--- config.mk ---
export PLATFORM = sky130hd
export DESIGN_NAME = grf_regfile
export DESIGN_NICKNAME = d
export VERILOG_FILES = /design/src/rtl/grf_pkg.sv /design/src/rtl/grf_scoreboard.sv /design/src/rtl/grf_regfile.sv
export SDC_FILE = /design/constraint.sdc
export NUM_CORES = 2
export LEC_CHECK = 0
export BUFFER_PORTS_ARGS = -buffer_cell sky130_fd_sc_hd__buf_2
export CAP_MARGIN = 20
export CORE_ASPECT_RATIO = 1.75
export CORE_UTILIZATION = 30
export DETAILED_ROUTE_END_ITERATION = 10
export PLACE_DENSITY_LB_ADDON = 0.15
export REMOVE_ABC_BUFFERS = 1
export SLEW_MARGIN = 20
export SYNTH_ARGS = -nofsm -noshare
export SYNTH_HDL_FRONTEND = slang
export SYNTH_SLANG_ARGS = --single-unit
--- constraint.sdc ---
create_clock -name i_Clk -period 3.7 [get_ports i_Clk]
set_clock_uncertainty 0.2 [all_clocks]
set_input_delay 0.185 -clock i_Clk [delete_from_list [all_inputs] [get_ports i_Clk]]
set_output_delay 0.185 -clock i_Clk [all_outputs]
set_load 0.03 [all_outputs]
--- src/rtl/grf_pkg.sv ---
// Shared types and constants for the integer register file.
package grf_pkg;

   localparam int unsigned XLEN = 64;
   localparam int unsigned NREG = 32;

   typedef logic [4:0] reg_idx_t;

   localparam reg_idx_t REG_ZERO = 5'd0;

endpackage

--- src/rtl/grf_scoreboard.sv ---
// Per-register busy vector: set on issue, clear on write-back, two lookup ports.
module grf_scoreboard
   import grf_pkg::*;
(
   input  logic     clk_i,
   input  logic     rst_i,
   input  logic     set_en_i,
   input  reg_idx_t set_idx_i,
   input  logic     clr_en_i,
   input  reg_idx_t clr_idx_i,
   input  reg_idx_t look1_idx_i,
   input  reg_idx_t look2_idx_i,
   output logic     busy1_o,
   output logic     busy2_o
);

   logic [NREG-1:0] busy_q, busy_d;

   // Clear is applied before set so a new writer to the same register stays pending.
   always_comb begin
      busy_d = busy_q;
      if (clr_en_i && (clr_idx_i != REG_ZERO)) begin
         busy_d[clr_idx_i] = 1'b0;
      end
      if (set_en_i && (set_idx_i != REG_ZERO)) begin
         busy_d[set_idx_i] = 1'b1;
      end
      busy_d[REG_ZERO] = 1'b0;
   end

   always_ff @(posedge clk_i) begin
      if (rst_i) begin
         busy_q <= '0;
      end else begin
         busy_q <= busy_d;
      end
   end

   always_comb begin
      busy1_o = busy_q[look1_idx_i];
      busy2_o = busy_q[look2_idx_i];
   end

endmodule

--- src/rtl/grf_regfile.sv ---
// RV64I integer register file: 2 read ports, 1 write-back port, optional bypass,
// and a busy scoreboard for RAW hazard detection.
module grf_regfile
   import grf_pkg::*;
#(
   parameter int unsigned BYPASS_EN   = 1,
   parameter int unsigned RESET_CLEAR = 1
) (
   input  logic            i_Clk,
   input  logic            i_Rst,
   input  logic [4:0]      i_GRFReadAddr1_5,
   input  logic [4:0]      i_GRFReadAddr2_5,
   output logic [XLEN-1:0] o_GRFReadData1_64,
   output logic [XLEN-1:0] o_GRFReadData2_64,
   output logic            o_Busy1,
   output logic            o_Busy2,
   input  logic            i_WrEn,
   input  logic [4:0]      i_WrAddr_5,
   input  logic [XLEN-1:0] i_WrData_64,
   input  logic            i_IssueEn,
   input  logic [4:0]      i_IssueRd_5
);

   // x0 has no storage; reads of address 0 are forced to zero.
   logic [XLEN-1:0] regs_q [1:NREG-1];

   logic wr_valid;
   logic hit1, hit2;
   logic sb_busy1, sb_busy2;

   assign wr_valid = i_WrEn && (i_WrAddr_5 != REG_ZERO);

   always_ff @(posedge i_Clk) begin
      if (i_Rst) begin
         if (RESET_CLEAR != 0) begin
            for (int unsigned i = 1; i < NREG; i++) begin
               regs_q[i] <= '0;
            end
         end
      end else if (wr_valid) begin
         regs_q[i_WrAddr_5] <= i_WrData_64;
      end
   end

   always_comb begin
      hit1 = (BYPASS_EN != 0) && wr_valid && (i_WrAddr_5 == i_GRFReadAddr1_5);
      hit2 = (BYPASS_EN != 0) && wr_valid && (i_WrAddr_5 == i_GRFReadAddr2_5);

      o_GRFReadData1_64 = '0;
      if (hit1) begin
         o_GRFReadData1_64 = i_WrData_64;
      end else if (i_GRFReadAddr1_5 != REG_ZERO) begin
         o_GRFReadData1_64 = regs_q[i_GRFReadAddr1_5];
      end

      o_GRFReadData2_64 = '0;
      if (hit2) begin
         o_GRFReadData2_64 = i_WrData_64;
      end else if (i_GRFReadAddr2_5 != REG_ZERO) begin
         o_GRFReadData2_64 = regs_q[i_GRFReadAddr2_5];
      end

      // A register being written back this cycle is ready only if its value is forwarded.
      o_Busy1 = sb_busy1 & ~hit1;
      o_Busy2 = sb_busy2 & ~hit2;
   end

   grf_scoreboard u_scoreboard (
      .clk_i       (i_Clk),
      .rst_i       (i_Rst),
      .set_en_i    (i_IssueEn),
      .set_idx_i   (i_IssueRd_5),
      .clr_en_i    (i_WrEn),
      .clr_idx_i   (i_WrAddr_5),
      .look1_idx_i (i_GRFReadAddr1_5),
      .look2_idx_i (i_GRFReadAddr2_5),
      .busy1_o     (sb_busy1),
      .busy2_o     (sb_busy2)
   );

endmodule

==> flow_summary_export.csv <==
group,metric,value,unit
route,wl_met2,250000,µm
route,m1WireLength,178000,µm
cts,ctsLongestPathBuffers,4,
finish,area_delta_synth_final,16.1,%
logic_synthesis,synth_seq_area_share,0.559,
die,die-area,0.373,mm²
logic_synthesis,synth_common_cells,"edfxtp_1 (2,048), and2_1 (2,002), mux4_2 (994)",
logic_synthesis,ys_seq_elements,2079,
logic_synthesis,synth.top_cells.by_area,"edfxtp_1 (55%), mux4_2 (20%), and2_1 (11%), clkbuf_1 (1.8%), mux2i_1 (1.8%)",
finish,drive_gt1_frac,0.271,
finish,multi_input_area,0.0459,mm²
timing,tns,0,ns
finish,regArea,0.0621,mm²
die,core,0.369,mm²
die,start_util,0.301,
grt,grt_pass1_wl,649000,µm
cts,clk_latency,0.90,ns
cts,cts_root_buffer,"clkbuf_16",
critical_path,worstPathRequired,3.31,ns
timing,max_freq,0.279,GHz
route,wl_met3,31700,µm
placement,dpl.hpwl,290000,µm
logic_synthesis,synth_edf_count,2048,
placement,gp_congestion,0.829,
finish,layout.cells.non_filler,12700,
timing,rsz0062_at_grt,"false",
cts,clk_pin_slew,0.06,ns
route,vias,72800,
logic_synthesis,synth_area_per_cell,15.1,µm²
route,drt-initial-drc-count,8843,
route,highest_layer,"met5",
route,first_pass_iters,5,
critical_path,r2r_setup_slack,2.28,ns
hold_path,hp-class,"in2reg",
logic_synthesis,synth_warnings,0,
logic_synthesis,ys_types,54,
cts,cts_tree,"yes",
route,drc,0,
cts,h-tree-depth,4,
logic_synthesis,synth_flop_cell,"edfxtp_1",
power_and_ir_drop,ir_worst_vdd,0.381,mV
timing,hold_viol_final,0,
grt,track_usage,0.256,
timing,slew_viol_final,0,
critical_path,cp-start-kind,"register",
finish,fillers,35200,
timing,setup_viol,0,
critical_path,cp_max_fo,2,
placement,post-place-cells,12200,
cts,cts_sinks,2079,
cts,holdBufCountCts,88,
grt,overflow,0,
logic_synthesis,yosys.area.top_type,"edfxtp_1",
die,pin_count,218,
timing,finalCriticalPeriod,3.58,ns
flow_run,drv_cap,0,
cts,cts_buffers,210,
finish,fin_nets,7688,
logic_synthesis,synthMostInstantiatedCell,"edfxtp_1",
logic_synthesis,syn_inst,7353,
cts,cts_setup_buffers,0,
critical_path,arrival,3.19,ns
power_and_ir_drop,power.leakage,43.7,nW
timing,worstMarginPinSlew,1.08,ns
die,chipHeight,807,µm
route,postRouteAntennaNets,0,
grt,grt_antenna_before_repair,76,
die,dieWidth,462,µm
grt,grt_max_degree,69,
logic_synthesis,yosys.area.top_type_share,0.554,
logic_synthesis,synthesis.area,0.111,mm²
timing,fin_crit_sh,0.967,
route,drt-vias-per-instance,5.74,
route,wirelength,483000,µm
placement,io_buffers,217,
logic_synthesis,ys_async_sr_fraction,0,
grt,grt_pass1_vias,75000,
status,status,"finished clean",
die,rows,295,
critical_path,path_class,"reg2out",
critical_path,end_kind,"output pin",
cts,cts_resized,0,
timing,max_slew_margin,0.272,
power_and_ir_drop,power_density,452,mW/mm²
route,avgRoutedWirePerCell,38.1,µm
cell usage in the layout (no fill, tap or decap), types with 55 or more instances in the layout:
cell type         n
nand2_1         141
edfxtp_1       2048
a221o_1         112
mux2i_1         195
mux4_2          994
buf_12          183
a211oi_1        123
o22ai_1         144
nor2b_1         111
a22oi_1         109
a21oi_1         134
a31oi_1          55
buf_2           209
buf_4           293
conb_1           64
clkbuf_16       216
dlygate4sd3_1    88
and2_1         2001
flip-flops by register name (all words and copies together) (netlist names):
register	cells
regs_q	2048
u_scoreboard.busy_q	31
routing by layer:
layer / up-vias / track usage
met5: - / 0
met4: 12 / 0.122
met3: 936 / 0.0311
met2: 3767 / 0.453
met1: 39200 / 0.306
li1: 29000 / -
where the power goes:
part | internal [W] | leakage (nW) | switching (W) | total, W
Clock | 0.0122 | 3.25 | 0.00988 | 0.0221
Sequential | 0.0272 | 19.8 | 0.000657 | 0.0278
Combinational | 0.00331 | 20.7 | 0.00512 | 0.00842
through the flow:
stage | hold WS (ns) | area (µm²) | utilization | total power [W] | setup WS (ns)
finish | 0.0955 | 129000 | 0.350 | 0.0583 | 0.121
global route | 0.124 | 129000 | 0.350 | 0.0597 | 0.132
CTS | 0.0147 | 129000 | 0.350 | 0.0587 | 0.0919
detailed placement | 0.277 | 121000 | 0.329 | 0.0367 | 0.409
global placement | 0.270 | 121000 | 0.329 | 0.0366 | 0.363
floorplan | 0.0793 | 108000 | - | 0.0321 | 0.360
area by class of cell:
class / instances / area share
Tap cell: 4900 / 0.0475
Inverter: 38 / 0.00116
Clock inverter: 99 / 0.00800
Clock buffer: 265 / 0.0436
Multi-Input combinational cell: 4490 / 0.356
Antenna cell: 41 / 0.000795
Timing Repair Buffer: 781 / 0.0613
Sequential cell: 2079 / 0.482
kinds of logic after synthesis:
logic type,Yosys count,share of synthesized area
other cells,1,0.0000338
compound gates,819,0.0549
flops,2079,0.559
simple gates,2404,0.131
buf+inv,847,0.0341
mux,1193,0.220
xor+xnor,10,0.000789
path summary, 6_finish.rpt:
check                                             start                       to  depth (start not counted)
worst max-delay path                     regs_q[31][42]    o_GRFReadData1_64[42]                          5
worst min register to register  u_scoreboard.busy_q[21]  u_scoreboard.busy_q[21]                          2
worst min-delay path                      i_WrAddr_5[0]   u_scoreboard.busy_q[2]                          5
worst max register to register   u_scoreboard.busy_q[1]   u_scoreboard.busy_q[1]                          3
critical path, cell delays in order, from the launching register on:
cell and delay (ns):
edfxtp_1 0.40, mux4_2 0.49, a22oi_1 0.53, a21oi_1 0.15, a221o_1 0.44, buf_2 0.25
Power figures use the tool's default switching activity.
